File: src/rtl/bolucu_pkg.sv
`default_nettype none
// ============================================================================
//  Module   : bolucu_pkg
//  Brief    : Shared constants for the M-extension datapath (divider and
//             multiplier): operand width and the divider state encoding.
//  Revision : 1.0 - initial release
// ============================================================================
package bolucu_pkg;

    // Default operand width of the integer datapath.
    localparam int c_XLEN    = 32;
    // Iteration counter width, clog2(c_XLEN)+1.
    localparam int c_SAYAC_W = 6;

    // Divider state encoding.
    localparam int         c_DURUM_W = 2;
    localparam logic [1:0] c_BOSTA   = 2'd0;  // idle, accepting requests
    localparam logic [1:0] c_BOL     = 2'd1;  // one quotient bit per clock
    localparam logic [1:0] c_DUZELT  = 2'd2;  // sign correction of results
    localparam logic [1:0] c_SONUC   = 2'd3;  // result presented, waiting for consumer

endpackage : bolucu_pkg
`default_nettype wire

File: src/rtl/bolucu_toplayici.sv
`default_nettype none
// ============================================================================
//  Module   : bolucu_toplayici
//  Brief    : Plain W-bit adder with carry-in. The divider feeds it the
//             inverted divisor and carry_i=1 to form a subtraction.
//  Revision : 1.0 - initial release
// ============================================================================
module bolucu_toplayici #(
    parameter int W = 33
) (
    input  logic [W-1:0] a_i,
    input  logic [W-1:0] b_i,
    input  logic         carry_i,
    output logic [W-1:0] toplam_o
);

    // Sum modulo 2^W; carry-out is not needed by any user.
    assign toplam_o = a_i + b_i + {{(W-1){1'b0}}, carry_i};

endmodule : bolucu_toplayici
`default_nettype wire

File: src/rtl/bolucu.sv
`default_nettype none
// ============================================================================
//  Module   : bolucu
//  Brief    : Iterative radix-2 restoring integer divider (DIV/DIVU/REM/REMU).
//             Valid/ready request and result ports, one quotient bit per
//             clock, divide-by-zero and signed overflow resolved at accept.
//  Revision : 1.0 - initial release
// ============================================================================
module bolucu
    import bolucu_pkg::*;
#(
    parameter int XLEN    = c_XLEN,
    parameter int SAYAC_W = c_SAYAC_W
) (
    input  logic            clk_i,
    input  logic            rstn_i,
    input  logic            istek_gecerli_i,
    output logic            istek_hazir_o,
    input  logic [XLEN-1:0] bolunen_i,
    input  logic            bolunen_isaretli_i,
    input  logic [XLEN-1:0] bolen_i,
    input  logic            bolen_isaretli_i,
    input  logic            iptal_i,
    output logic            sonuc_gecerli_o,
    input  logic            sonuc_hazir_i,
    output logic [XLEN-1:0] bolum_o,
    output logic [XLEN-1:0] kalan_o
);

    localparam logic [XLEN-1:0]    c_EN_KUCUK = {1'b1, {(XLEN-1){1'b0}}};
    localparam logic [SAYAC_W-1:0] c_SON_TUR  = SAYAC_W'(XLEN - 1);

    logic [c_DURUM_W-1:0] r_durum;
    logic [SAYAC_W-1:0]   r_sayac;
    logic [XLEN-1:0]      r_kalan_ara;   // partial remainder R
    logic [XLEN-1:0]      r_bolum_ara;   // quotient shift register Q
    logic [XLEN-1:0]      r_bolen_mut;   // |divisor|
    logic                 r_neg_a;
    logic                 r_neg_b;
    logic [XLEN-1:0]      r_bolum;
    logic [XLEN-1:0]      r_kalan;

    logic            w_neg_a;
    logic            w_neg_b;
    logic [XLEN-1:0] w_bolunen_mut;
    logic [XLEN-1:0] w_bolen_mut;
    logic            w_kabul;
    logic            w_sifira_bolme;
    logic            w_tasma;
    logic [XLEN:0]   w_fark;

    // Operand sign decode and magnitudes, used only at acceptance.
    assign w_neg_a        = bolunen_i[XLEN-1] & bolunen_isaretli_i;
    assign w_neg_b        = bolen_i[XLEN-1] & bolen_isaretli_i;
    assign w_bolunen_mut  = w_neg_a ? (~bolunen_i + 1'b1) : bolunen_i;
    assign w_bolen_mut    = w_neg_b ? (~bolen_i + 1'b1) : bolen_i;
    assign w_kabul        = istek_gecerli_i & (r_durum == c_BOSTA) & ~iptal_i;
    assign w_sifira_bolme = (bolen_i == '0);
    assign w_tasma        = bolunen_isaretli_i & bolen_isaretli_i &
                            (bolunen_i == c_EN_KUCUK) & (bolen_i == '1);

    // Trial subtraction T = {R, Q[msb]} - |divisor| at XLEN+1 bits.
    bolucu_toplayici #(
        .W (XLEN + 1)
    ) toplayici (
        .a_i      ({r_kalan_ara, r_bolum_ara[XLEN-1]}),
        .b_i      (~{1'b0, r_bolen_mut}),
        .carry_i  (1'b1),
        .toplam_o (w_fark)
    );

    // Control FSM and datapath: capture, iterate, sign-correct, present.
    always_ff @(posedge clk_i or negedge rstn_i) begin
        if (!rstn_i) begin
            r_durum     <= c_BOSTA;
            r_sayac     <= '0;
            r_kalan_ara <= '0;
            r_bolum_ara <= '0;
            r_bolen_mut <= '0;
            r_neg_a     <= 1'b0;
            r_neg_b     <= 1'b0;
            r_bolum     <= '0;
            r_kalan     <= '0;
        end else if (iptal_i) begin
            // Flush wins over everything; output registers keep their values.
            r_durum <= c_BOSTA;
            r_sayac <= '0;
        end else begin
            case (r_durum)
                c_BOSTA: begin
                    if (w_kabul) begin
                        r_neg_a     <= w_neg_a;
                        r_neg_b     <= w_neg_b;
                        r_kalan_ara <= '0;
                        r_bolum_ara <= w_bolunen_mut;
                        r_bolen_mut <= w_bolen_mut;
                        r_sayac     <= '0;
                        if (w_sifira_bolme) begin
                            r_bolum <= '1;
                            r_kalan <= bolunen_i;
                            r_durum <= c_SONUC;
                        end else if (w_tasma) begin
                            r_bolum <= c_EN_KUCUK;
                            r_kalan <= '0;
                            r_durum <= c_SONUC;
                        end else begin
                            r_durum <= c_BOL;
                        end
                    end
                end
                c_BOL: begin
                    // Sign bit of T clear means the divisor fits: keep T.
                    if (!w_fark[XLEN]) begin
                        r_kalan_ara <= w_fark[XLEN-1:0];
                    end else begin
                        r_kalan_ara <= {r_kalan_ara[XLEN-2:0], r_bolum_ara[XLEN-1]};
                    end
                    r_bolum_ara <= {r_bolum_ara[XLEN-2:0], ~w_fark[XLEN]};
                    if (r_sayac == c_SON_TUR) begin
                        r_sayac <= '0;
                        r_durum <= c_DUZELT;
                    end else begin
                        r_sayac <= r_sayac + 1'b1;
                    end
                end
                c_DUZELT: begin
                    // Quotient sign is the XOR of operand signs; remainder follows the dividend.
                    r_bolum <= (r_neg_a ^ r_neg_b) ? (~r_bolum_ara + 1'b1) : r_bolum_ara;
                    r_kalan <= r_neg_a ? (~r_kalan_ara + 1'b1) : r_kalan_ara;
                    r_durum <= c_SONUC;
                end
                c_SONUC: begin
                    if (sonuc_hazir_i) begin
                        r_durum <= c_BOSTA;
                    end
                end
                default: begin
                    r_durum <= c_BOSTA;
                end
            endcase
        end
    end

    // Handshake flags decode directly from the state register.
    assign istek_hazir_o   = (r_durum == c_BOSTA);
    assign sonuc_gecerli_o = (r_durum == c_SONUC);
    assign bolum_o         = r_bolum;
    assign kalan_o         = r_kalan;

endmodule : bolucu
`default_nettype wire

File: config.mk
export PLATFORM = sky130hd
export DESIGN_NAME = bolucu
export DESIGN_NICKNAME = d
export VERILOG_FILES = /design/src/rtl/bolucu_pkg.sv /design/src/rtl/bolucu_toplayici.sv /design/src/rtl/bolucu.sv
export SDC_FILE = /design/constraint.sdc
export NUM_CORES = 1
export LEC_CHECK = 0
export BUFFER_PORTS_ARGS = -buffer_cell sky130_fd_sc_hd__buf_4
export CAP_MARGIN = 20
export CORE_UTILIZATION = 60
export CTS_CLUSTER_DIAMETER = 150
export CTS_CLUSTER_SIZE = 14
export DETAILED_ROUTE_END_ITERATION = 10
export GPL_TIMING_DRIVEN = 0
export PLACE_DENSITY = 0.8
export SYNTH_ARGS = -nofsm -noshare
export SYNTH_HDL_FRONTEND = slang
export SYNTH_SLANG_ARGS = --single-unit
File: constraint.sdc
create_clock -name clk_i -period 3.66 [get_ports clk_i]
set_clock_uncertainty 0.05 [all_clocks]
set_input_delay 0.732 -clock clk_i [delete_from_list [all_inputs] [get_ports clk_i]]
set_output_delay 0.732 -clock clk_i [all_outputs]
set_load 0.005 [all_outputs]
## Word level (Yosys, flattened, before mapping)

Cells that the tools add are included.

- Bits of input ports: 71
- Register bits: 170
- Output and inout port bits: 66
- Logic and storage cells: 80

- Bitwise logic cells: 15
- Equal/unequal tests: 11
- Add/subtract/negate cells: 7
- Reduce and logical (&&, ||, !) cells: 10
- Muxes and demuxes: 28

Operators with widths:

| operator | number |
|---|---|
| $mux 32 | 13 |
| $pmux 32 s2 | 4 |
| $add 32x1->32 const B | 4 |
| $not 32->32 | 4 |
| $eq 32x32->1 const B | 2 |
| $add 33x1->33 const B | 1 |
| $add 33x33->33 | 1 |
| $not 32->33 | 1 |
| $logic_not 32->1 | 1 |
| $mux 6 | 3 |
| $mux 2 | 6 |
| $pmux 6 s2 | 1 |
| $reduce_and 3->1 | 3 |
| $pmux 2 s4 | 1 |
| $and 1x1->1 | 7 |
| $add 6x1->6 const B | 1 |
| $eq 6x5->1 const B | 1 |
| $ne 3x1->1 const B | 2 |
| $eq 2x2->1 const B | 2 |
| $reduce_and 4->1 | 1 |
| $reduce_bool 2->1 | 2 |
| $ne 3x2->1 const B | 1 |
| $ne 3x3->1 const B | 1 |
| $reduce_bool 3->1 | 1 |
| 6 further kinds | 7 |

## Depth between registers and ports, before layout

Gate-level depths: netlist of the first run.

- Word-level depth: 8
- Depth in mapped cells: 14
- Depth with buffers taken out: 13

## Cells and area by module

From an unflattened synthesis of the first run, not the netlist that was laid out.

- Cell total of the unflattened synthesis: 1,428
- Area, all modules: 12,705.9 µm²

Modules (own cells, without submodules):

| module | seq. area each (µm²) | cells an instance | area an instance (µm²) | instances |
|---|---|---|---|---|
| bolucu | 4,254.1 | 1,182 | 10,958.0 | 1 |
| bolucu_toplayici | 0.0 | 246 | 1,747.9 | 1 |

## Worst setup path before layout of the first run

Ideal clock, no wire load.

- Path type: input-to-reg
- Start point: input port bolunen_i[8]
- End point: register r_kalan[25] (netlist: kalan_o[25])
- Library setup time: 0.135 ns
- Data required time: 3.475 ns
- Data arrival time: 3.150 ns
- Path buffers: 4
- Path slack: 0.325 ns
- Cell stages on the path: 13
- Path through: or4_4 -> or3_4 -> nor4_4 -> and3_1 -> buf_4 -> nand4_1 -> a31o_1 -> a21o_1 -> buf_6 -> buf_6 -> buf_2 -> nand2_1 -> o21ai_0

- Longest elaborated chain between the ends: 5

Ends and longest elaborated chain:

| what | line | text |
|---|---|---|
| start, declared | bolucu.sv:19 | `input logic [XLEN-1:0] bolunen_i,` |
| $eq 32x32->1 | bolucu.sv:60 | `(bolunen_i == c_EN_KUCUK) & (bolen_i == '1);` |
| $and 1x1->1 | bolucu.sv:59 | `assign w_tasma = bolunen_isaretli_i & bolen_isaretli_i &` |
| $and 1x1->1 | bolucu.sv:60 |  |
| $ne 3x1->1 (no line) | n/a |  |
| $reduce_and 4->1 (no line) | n/a |  |
| end signal, assigned | bolucu.sv:100 | `r_kalan <= bolunen_i;` |
| end signal, assigned | bolucu.sv:129 | `r_kalan <= r_neg_a ? (~r_kalan_ara + 1'b1) : r_kalan_ara;` |
| end, declared | bolucu.sv:41 | `logic [XLEN-1:0] r_kalan;` |

Every way passes these cells.
A chain may end at the register's enable or synchronous reset.

## Worst setup path in the final report of the first run

- Start point: input port bolunen_i[8]
- End point: register r_kalan[30] (netlist: kalan_o[30])

The elaborated chain is that of the path after synthesis.

==> run metrics, run 1 <==
outcome=completed; count leader, synth=sky130_fd_sc_hd__nand2_1; Commonest cells post-synth=sky130_fd_sc_hd__nand2_1 (247), sky130_fd_sc_hd__o21ai_0 (191), sky130_fd_sc_hd__dfrtp_1 (170); max capacitance violation total=0; number of enable flip-flop cells after synthesis=0; PnR worst setup slack=about 130 ps; Cell Pwr Density=between 900 and 1000 mW/mm²; most area-hungry cell type in the Yosys netlist=sky130_fd_sc_hd__dfrtp_1; pin count of the biggest net entering global routing=roughly 110; post-synthesis sequential element count=170; top-area cell type share of the netlist area=0.362; detailed-placement wirelength estimate=27200 µm; number of setup violations in the final report=0; fraction of the cycle the final worst path needs=0.963; met3 track demand over resource=0.0528; Max rail drop VDD=0.457 mV; minimum clock period=between 3000 and 4000 ps; type of origin of the critical path=primary input; DRC errors left=0; required time worst endpoint=3950 ps; later-pin clock latency in the skew report=between 400 and 500 ps; arrival time of data at the critical path endpoint=approximately 3800 ps; DRC violation total after the first TritonRoute iteration=a little over 900; Primary FF master, synth=sky130_fd_sc_hd__dfrtp_1; Die Y=around 140 µm; GRT busiest layer=met2; width of the chip=between 100 and 150 µm; average cell area after synthesis=around 8 µm²; met1 Resource Use GR=0.431; wire length of the first global-routing pass=55100 µm; clock transition at the register clock pins on the worst setup and hold paths after CTS=70 ps; path type of the worst min-delay path=primary input to async pin; maximum buffer depth of the clock tree=2; CTS tree=built; post-route antenna net violation count=0; number of global-route vias before repair=between 10000 and 15000; Placed Cells=between 1500 and 2000; drt first pass iters=7; final std cell area, no fill=between 0.01 and 0.015 mm²; filler cell count=between 1500 and 2000; post-detailed-routing wire length=around 35000 µm; filler-free cell count of the finished design=about 1900; standard cell core area=0.0190 mm²; Setup TNS=0 ps; register area share after synthesis=0.362; weighted congestion reported at the end of routability-driven placement=0.931; full die area=between 0.02 and 0.025 mm²; Boundary Pins=around 140; global-route usage over all layers=0.355; quantity of I/O buffers inserted on ports=~140; Worst Setup Path Type=primary input to register; worst slew margin relative to its limit=0.485; total count of max-transition violations in the final report=0; Layout Nets=around 1700; starting density of the core=0.620; clock root buffer master=sky130_fd_sc_hd__clkbuf_16; Antenna Diode Count=0; clock sink total=170; nets in the synthesized netlist=roughly 1600; slew at the pin closest to its max-slew limit=762 ps; initial antenna violation count=0; maximum operating frequency=between 0.2 and 0.3 GHz; placement row count=50; DR vias=between 10000 and 15000; met2 track demand over resource=0.620; Worst setup EP type=register; GRT Residual Overflow=0; cell area after placement=between 0.01 and 0.015 mm²; Placement Setup Slack=-498 ps; main area contributors after synthesis=sky130_fd_sc_hd__dfrtp_1 (36%), sky130_fd_sc_hd__o21ai_0 (8.1%), sky130_fd_sc_hd__nand2_1 (7.9%); synthesis-to-finish area growth=18.1%; number of warning messages in the yosys log=0; fraction of final layout cells sized beyond drive strength 1=0.135; Leakage Power=between 0.006 and 0.007 µW; Synth async-reset ratio=1.00; Cell variety after synth=between 60 and 70; Clock H-tree levels=4; mean routed wirelength per cell=18.2 µm; largest driver fanout on the critical path=10; total CTS buffers=17; post-synthesis cell count=~1500; Final Hold Viols=0; cell area after synthesis=around 0.012 mm²; post-detailed-route via-to-cell ratio=~6.0
==> area by class of cell <==
class	count	area (µm²)	share of cell area
flip-flops and latches	170	4260	0.306
clock buffers	18	429	0.0309
inverters	50	188	0.0135
well taps	260	325	0.0234
clock inverters	14	161	0.0116
plain buffers	83	353	0.0254
multi-input cells	1157	7080	0.510
repair buffers	143	1100	0.0791
==> path summary, 6_finish.rpt <==
path | endpoint | slack (ps) | from | cells past startpoint
worst max-delay path | kalan_o[30] | 130 | bolunen_i[8] | 12
worst min-delay path | bolum_o[7] | 300 | rstn_i | 1
worst max register to register | r_kalan_ara[20] | 150 | r_bolum_ara[31] | 14
worst min register to register | r_sayac[5] | 430 | r_sayac[5] | 1
max in group asynchronous | r_kalan_ara[14] | 2450 | rstn_i | 2
min in group clk_i | r_sayac[5] | 430 | r_sayac[5] | 1
==> cells by family (layout without fill, tap and decap cells) <==
family,Yosys count,in the layout,synth area share
multiplexers,11,11,0.00936
flip-flops,170,170,0.362
AND/OR/NAND/NOR,487,487,0.189
AO/OA/AOI/OAI,473,473,0.242
buffers and inverters,133,308,0.0447
adder cells (fa/ha/maj),43,43,0.0464
XOR/XNOR,143,143,0.107
==> flip-flops by register name (all words and copies together) (netlist names) <==
register,flops
bolum_o,32
r_neg_a,1
r_bolen_mut,32
r_durum,2
r_neg_b,1
kalan_o,32
r_bolum_ara,32
r_kalan_ara,32
r_sayac,6
==> per-stage QoR <==
| step | hold WS [ps] | power, µW | util |
|---|---|---|---|
| 2_1_floorplan | 386 | 9100 | - |
| 3_3_place_gp | 409 | 11300 | 0.691 |
| 3_5_place_dp | 412 | 11500 | 0.693 |
| 4_1_cts | 317 | 13600 | 0.729 |
| 5_1_grt | 335 | 14800 | 0.733 |
| 6_report | 302 | 13700 | 0.733 |
==> repair_timing <==
action,4_1_cts,5_1_grt
setup endpoints to repair,54,107
pin swaps,3,5
cloned,0,0
setup buffers,3,2
resized for setup,17,16
hold buffers,0,0
==> routing by layer <==
metal | vias up | wire length [µm]
met1 | 5287 | 13900
met3 | 91 | 2220
met5 | - | 0
met4 | 0 | 1300
li1 | 5524 | -
met2 | 462 | 17200
==> cell usage in the layout, fill, tap and decap left out, drive strengths merged, types with 25 or more instances in the layout <==
cell type,Yosys,layout
o221ai,25,25
nor2,91,91
nand2,247,247
o21ai,192,192
inv,50,57
ha,42,42
xnor2,81,81
dfrtp,170,170
a21oi,120,120
clkbuf,71,89
buf,12,155
xor2,62,62
==> critical path, cell delays in order <==
cell and delay [ps]:
sky130_fd_sc_hd__buf_4 130, sky130_fd_sc_hd__or4_4 540, sky130_fd_sc_hd__or3_4 370, sky130_fd_sc_hd__nor4_4 200, sky130_fd_sc_hd__and3_1 210, sky130_fd_sc_hd__buf_4 150
sky130_fd_sc_hd__nand4_1 210, sky130_fd_sc_hd__a31o_1 310, sky130_fd_sc_hd__a21o_4 230, sky130_fd_sc_hd__buf_6 160, sky130_fd_sc_hd__clkbuf_1 290, sky130_fd_sc_hd__o21ai_0 270
==> power by group <==
| group | internal, µW | switching [µW] | total, µW | leakage (µW) |
|---|---|---|---|---|
| Clock | 1020 | 818 | 1840 | 0.000278 |
| Combinational | 3440 | 4950 | 8390 | 0.00368 |
| Sequential | 2650 | 868 | 3520 | 0.00225 |
| Total | 7110 | 6630 | 13700 | 0.00621 |
No activity file was read; power rests on OpenSTA's default activity.
==> inputs of run 2 (changes only) <==
GPL_ROUTABILITY_DRIVEN = 0   (was default)
PLACE_DENSITY = 0.79   (was 0.8)
SYNTH_HIERARCHICAL = 1   (was default)
==> run metrics, run 2 <==
outcome=completed (unchanged); clock sink total=170 (unchanged); PnR worst setup slack=87.4 ps (was 134 ps); max capacitance violation total=0 (unchanged); Max rail drop VDD=0.372 mV (was 0.457 mV); Overall Power=13400 µW (was 13700 µW); Final Hold Viols=0 (unchanged); Clock H-tree levels=4 (unchanged); post-route antenna net violation count=0 (unchanged); number of enable flip-flop cells after synthesis=0 (unchanged); worst slew margin relative to its limit=0.465 (was 0.485); placement row count=52 (was 50); path type of the worst min-delay path=primary input to async pin (unchanged); detailed-placement wirelength estimate=26700 µm (was 27200 µm); largest driver fanout on the critical path=5 (was 10); width of the chip=148 µm (was 142 µm); cell area after synthesis=0.0127 mm² (was 0.0118 mm²); Commonest cells post-synth=sky130_fd_sc_hd__dfrtp_1 (170), sky130_fd_sc_hd__nand2_1 (159), sky130_fd_sc_hd__o21ai_0 (109) (was sky130_fd_sc_hd__nand2_1 (247), sky130_fd_sc_hd__o21ai_0 (191), sky130_fd_sc_hd__dfrtp_1 (170)); maximum buffer depth of the clock tree=2 (unchanged); register area share after synthesis=0.335 (was 0.362); slew at the pin closest to its max-slew limit=799 ps (was 762 ps); pin count of the biggest net entering global routing=101 (was 106); mean routed wirelength per cell=18.6 µm (was 18.2 µm); count leader, synth=sky130_fd_sc_hd__dfrtp_1 (was sky130_fd_sc_hd__nand2_1); synthesis-to-finish area growth=16.6% (was 18.1%); fraction of final layout cells sized beyond drive strength 1=0.193 (was 0.135); initial antenna violation count=0 (unchanged); Worst setup EP type=register (unchanged); top-area cell type share of the netlist area=0.335 (was 0.362); drt first pass iters=5 (was 7); FF+latch area=0.00426 mm² (about the same); standard cell core area=0.0205 mm² (was 0.0190 mm²); Antenna Diode Count=0 (unchanged); Die Y=148 µm (was 142 µm); post-detailed-routing wire length=34800 µm (was 34600 µm); quantity of I/O buffers inserted on ports=136 (was 135); Synth async-reset ratio=1.00 (unchanged); average cell area after synthesis=8.90 µm² (was 8.05 µm²); Leakage Power=0.00704 µW (was 0.00621 µW); DRC errors left=0 (unchanged); most common library cell in the layout ignoring fill and taps=sky130_fd_sc_hd__dfrtp_1 (was sky130_fd_sc_hd__nand2_1); post-detailed-route via-to-cell ratio=6.05 (was 6.00); CTS tree=built (unchanged); later-pin clock latency in the skew report=440 ps (was 430 ps); fraction of the cycle the final worst path needs=0.976 (was 0.963); Primary FF master, synth=sky130_fd_sc_hd__dfrtp_1 (unchanged); Cell Pwr Density=904 mW/mm² (was 990 mW/mm²); number of setup violations in the final report=0 (unchanged); main area contributors after synthesis=sky130_fd_sc_hd__dfrtp_1 (33%), sky130_fd_sc_hd__xnor2_1 (6.2%), sky130_fd_sc_hd__mux2_4 (5.2%) (was sky130_fd_sc_hd__dfrtp_1 (36%), sky130_fd_sc_hd__o21ai_0 (8.1%), sky130_fd_sc_hd__nand2_1 (7.9%)); arrival time of data at the critical path endpoint=3820 ps (about the same); clock root buffer master=sky130_fd_sc_hd__clkbuf_16 (unchanged); number of global-route vias before repair=10913 (was 10780); highest-count cells in the layout ignoring fill and taps=sky130_fd_sc_hd__dfrtp_1 (169), sky130_fd_sc_hd__nand2_1 (159), sky130_fd_sc_hd__buf_4 (144), sky130_fd_sc_hd__o21ai_0 (109), sky130_fd_sc_hd__a21oi_1 (96) (was sky130_fd_sc_hd__nand2_1 (246), sky130_fd_sc_hd__o21ai_0 (190), sky130_fd_sc_hd__dfrtp_1 (168), sky130_fd_sc_hd__buf_4 (142), sky130_fd_sc_hd__a21oi_1 (120)); Boundary Pins=137 (unchanged); reg-to-reg critical path endpoint=r_kalan_ara[0] (was r_kalan_ara[20]); maximum operating frequency=0.280 GHz (was 0.284 GHz); starting density of the core=0.620 (about the same); number of warning messages in the yosys log=6 (was 0); global-route usage over all layers=0.323 (was 0.355); wire length of the first global-routing pass=55300 µm (was 55100 µm); filler-free cell count of the finished design=1873 (was 1895); minimum clock period=3570 ps (was 3530 ps); clock transition at the register clock pins on the worst setup and hold paths after CTS=70 ps (about the same); utilization after layout=0.723 (was 0.733); Worst Setup Path Type=register to register (was primary input to register); total CTS buffers=17 (unchanged); Placed Cells=1836 (was 1857); total count of max-transition violations in the final report=0 (unchanged); post-synthesis cell count=1428 (was 1460); Cell variety after synth=70 (was 63); full die area=0.0218 mm² (was 0.0202 mm²); internal reg-to-reg setup slack=90 ps (was 150 ps); GRT Residual Overflow=0 (unchanged); area of the multi-input gates=0.00784 mm² (was 0.00708 mm²); DR vias=11335 (was 11364); reg-to-reg critical path startpoint=r_bolum_ara[31] (unchanged); origin of the worst setup path=r_bolum_ara[31] (was bolunen_i[8]); filler cell count=1636 (was 1564); most area-hungry cell type in the Yosys netlist=sky130_fd_sc_hd__dfrtp_1 (unchanged); type of origin of the critical path=register (was primary input); depth of the worst register-to-register path=13 (was 14); post-synthesis sequential element count=170 (unchanged); Layout Nets=1706 (was 1736); required time worst endpoint=3900 ps (was 3950 ps); Placement Setup Slack=-532 ps (was -498 ps); Setup TNS=0 ps (unchanged); DRC violation total after the first TritonRoute iteration=641 (was 930)
run 2: cell families (layout without fill, tap and decap cells):
group,count (synthesis),after routing,share of synthesized area
and+or+nand+nor,427,427,0.170
AOI/OAI and AO/OA,373,373,0.190
DFF,170,170,0.335
buffers and inverters,155,329,0.0508
xor gates and xnor gates,147,147,0.101
muxes,111,111,0.108
adders and majority gates,44,44,0.0445
other,1,2,0.000295
run 2: metrics by stage:
step	hold slack, ps	area [µm²]
global placement	411	14100
finish	197	14800
detailed placement	414	14100
global route	249	14800
floorplan	386	12700
CTS	224	14700
run 2: layer usage:
metal | track usage | up-vias | wire length, µm
li1 | - | 5468 | -
met1 | 0.382 | 5309 | 13800
met2 | 0.564 | 448 | 17400
met3 | 0.0438 | 110 | 1920
met4 | 0.182 | 0 | 1760
met5 | 0 | - | 0
run 2: power by group:
part           internal, µW  switching, µW  leakage [µW]
Combinational          3810           4460       0.00453
Sequential             2550            742       0.00223
Clock                  1050            792      0.000279
Total                  7400           6000       0.00704
run 2: final cells by class:
cell class | instances | area share
inverter | 70 | 0.0177
tap | 270 | 0.0228
timing repair buffer | 144 | 0.0757
clock buffer | 19 | 0.0306
clock inverter | 12 | 0.00938
buffer | 84 | 0.0275
sequential | 170 | 0.287
multi-input combinational | 1104 | 0.529
run 2: timing repair:
item,4_1_cts,5_1_grt
buffers inserted,2,5
hold buffers,0,0
gates resized for setup,13,6
pin swaps,2,6
endpoints found under the setup margin,33,30
run 2: worst max-delay path by stage:
stage,slack (ps),endpoint
after global routing,-30,r_kalan_ara[0]
after CTS,30,r_kalan_ara[17]
after floorplan,-8,r_kalan_ara[10]
after global placement,-520,r_kalan_ara[6]
final,90,r_kalan_ara[0]
after detailed placement,-530,r_kalan_ara[5]
run 2: critical path, stage by stage, from the launching register on:
cell,delay (ps)
sky130_fd_sc_hd__dfrtp_2,460
sky130_fd_sc_hd__fa_2,440
sky130_fd_sc_hd__fa_2,380
sky130_fd_sc_hd__a211oi_2,180
sky130_fd_sc_hd__o21a_1,200
sky130_fd_sc_hd__nor3_2,90
sky130_fd_sc_hd__o2111ai_2,200
sky130_fd_sc_hd__o211ai_2,140
sky130_fd_sc_hd__or4_1,490
sky130_fd_sc_hd__and3_4,210
sky130_fd_sc_hd__buf_12,130
sky130_fd_sc_hd__mux2_2,260
sky130_fd_sc_hd__nand3_1,90
sky130_fd_sc_hd__o21ai_0,100
==> inputs of run 3 (changes only) <==
PLACE_DENSITY = 0.8   (was 0.79)
SYNTH_HIERARCHICAL = default   (was 1)
==> run metrics, run 3 (synthesis gave the netlist of run 1 again) <==
arrival time of data at the critical path endpoint=3910 ps (was 3820 ps); GRT Residual Overflow=0 (unchanged); Worst setup EP type=register (unchanged); detailed-placement wirelength estimate=26200 µm (was 26700 µm); standard cell core area=0.0190 mm² (was 0.0205 mm²); number of setup violations in the final report=0 (unchanged); slew at the pin closest to its max-slew limit=1000 ps (was 799 ps); most common library cell in the layout ignoring fill and taps=sky130_fd_sc_hd__nand2_1 (was sky130_fd_sc_hd__dfrtp_1); initial antenna violation count=1 (was 0); quantity of I/O buffers inserted on ports=135 (was 136); starting density of the core=0.620 (about the same); end of the critical path=bolum_o[1] (was r_kalan_ara[0]); synthesis-to-finish area growth=19.0% (was 16.6%); origin of the worst setup path=bolunen_i[8] (was r_bolum_ara[31]); minimum clock period=3580 ps (was 3570 ps); Leakage Power=0.00627 µW (was 0.00704 µW); Worst Setup Path Type=primary input to register (was register to register); post-detailed-route via-to-cell ratio=6.09 (was 6.05); hold_buf cts=0 (unchanged); outcome=completed (unchanged); Cell Pwr Density=995 mW/mm² (was 904 mW/mm²); max capacitance violation total=0 (unchanged); drt first pass iters=5 (unchanged); highest-count cells in the layout ignoring fill and taps=sky130_fd_sc_hd__nand2_1 (246), sky130_fd_sc_hd__o21ai_0 (187), sky130_fd_sc_hd__dfrtp_1 (169), sky130_fd_sc_hd__buf_4 (143), sky130_fd_sc_hd__a21oi_1 (120) (was sky130_fd_sc_hd__dfrtp_1 (169), sky130_fd_sc_hd__nand2_1 (159), sky130_fd_sc_hd__buf_4 (144), sky130_fd_sc_hd__o21ai_0 (109), sky130_fd_sc_hd__a21oi_1 (96)); final std cell area, no fill=0.0140 mm² (was 0.0148 mm²); Boundary Pins=137 (unchanged); mean routed wirelength per cell=18.2 µm (was 18.6 µm); clock sink total=170 (unchanged); fraction of final layout cells sized beyond drive strength 1=0.139 (was 0.193); total count of max-transition violations in the final report=0 (unchanged); clock root buffer master=sky130_fd_sc_hd__clkbuf_16 (unchanged); type of origin of the critical path=primary input (was register); maximum operating frequency=0.279 GHz (was 0.280 GHz); Layout Nets=1737 (was 1706); Final Hold Viols=0 (unchanged); DR vias=11562 (was 11335); Clock H-tree levels=4 (unchanged); largest driver fanout on the critical path=7 (was 5); required time worst endpoint=3990 ps (was 3900 ps); wire length of the first global-routing pass=53900 µm (was 55300 µm); reg-to-reg critical path startpoint=r_durum[0] (was r_bolum_ara[31]); maximum buffer depth of the clock tree=2 (unchanged); post-route antenna net violation count=0 (unchanged); full die area=0.0202 mm² (was 0.0218 mm²); DRC violation total after the first TritonRoute iteration=988 (was 641); DRC errors left=0 (unchanged); CTS tree=built (unchanged); Max rail drop VDD=0.431 mV (was 0.372 mV); number of global-route vias before repair=10755 (was 10913); worst slew margin relative to its limit=0.326 (was 0.465); post-detailed-routing wire length=34400 µm (was 34800 µm); cell area after placement=0.0131 mm² (was 0.0141 mm²); reg-to-reg critical path endpoint=r_bolum_ara[0] (was r_kalan_ara[0]); total CTS buffers=17 (unchanged); pin count of the biggest net entering global routing=101 (unchanged); PnR worst setup slack=79.2 ps (was 87.4 ps); clock transition at the register clock pins on the worst setup and hold paths after CTS=70 ps (about the same); depth of the worst register-to-register path=10 (was 13); Placement Setup Slack=-489 ps (was -532 ps); width of the chip=142 µm (was 148 µm); internal reg-to-reg setup slack=90 ps (about the same); later-pin clock latency in the skew report=430 ps (was 440 ps); placement row count=50 (was 52); Die Y=142 µm (was 148 µm); global-route usage over all layers=0.348 (was 0.323); path type of the worst min-delay path=primary input to async pin (unchanged); Setup TNS=0 ps (unchanged); fraction of the cycle the final worst path needs=0.978 (was 0.976)
run 3: timing repair:
action,CTS,global route
setup buffers,3,5
resized for setup,11,43
hold endpoints to repair,0,0
pin swaps,1,4
endpoints found under the setup margin,59,105
cloned,0,2
run 3: how the worst min path moves through the flow:
| stage | cells past startpoint | start | slack (ps) | endpoint |
|---|---|---|---|---|
| after floorplan | 0 | rstn_i | 390 | bolum_o[0] |
| after global placement | 1 | bolum_o[12] | 410 | bolum_o[12] |
| after detailed placement | 1 | bolum_o[19] | 420 | bolum_o[19] |
| after CTS | 1 | rstn_i | 210 | bolum_o[2] |
| after global routing | 1 | rstn_i | 240 | bolum_o[1] |
| final | 1 | rstn_i | 180 | bolum_o[5] |
run 3: final cells by class:
cell class	count	area [µm²]
fillers	1536	4960
flip-flops and latches	170	4260
repair buffers	146	1140
inverters	50	188
diodes	1	2.50
plain buffers	80	357
clock inverters	12	196
multi-input cells	1158	7080
well taps	260	325
clock buffers	20	447
run 3: worst max-delay path: stages:
cell	delay, ps
sky130_fd_sc_hd__buf_4	130
sky130_fd_sc_hd__or4_4	540
sky130_fd_sc_hd__or3_4	400
sky130_fd_sc_hd__nor4_4	370
sky130_fd_sc_hd__and3_1	230
sky130_fd_sc_hd__buf_6	120
sky130_fd_sc_hd__nand4_1	220
sky130_fd_sc_hd__a31o_4	350
sky130_fd_sc_hd__a21o_4	250
sky130_fd_sc_hd__buf_8	160
sky130_fd_sc_hd__a311oi_2	270
sky130_fd_sc_hd__a21o_1	110
run 3: layer usage:
layer,wire length (µm),GRT usage,vias to the layer above,part of all wire
met5,0,0,-,0
met4,1600,0.183,0,0.047
met3,2510,0.0518,115,0.073
met2,17000,0.610,560,0.49
met1,13300,0.412,5369,0.39
li1,-,-,5518,-
run 3: per-stage QoR:
stage	total power (µW)	hold slack [ps]	cells	utilization
after floorplan	9100	386	1460	-
after global placement	11200	409	1855	0.691
after detailed placement	11400	418	1857	0.693
after CTS	13600	212	1892	0.731
after global routing	15000	240	1896	0.738
final	13900	179	1897	0.738
run 3: power by group:
part           internal (µW)  total, µW  switching, µW
Combinational           3500       8430           4940
Clock                   1230       1980            753
Sequential              2650       3510            861
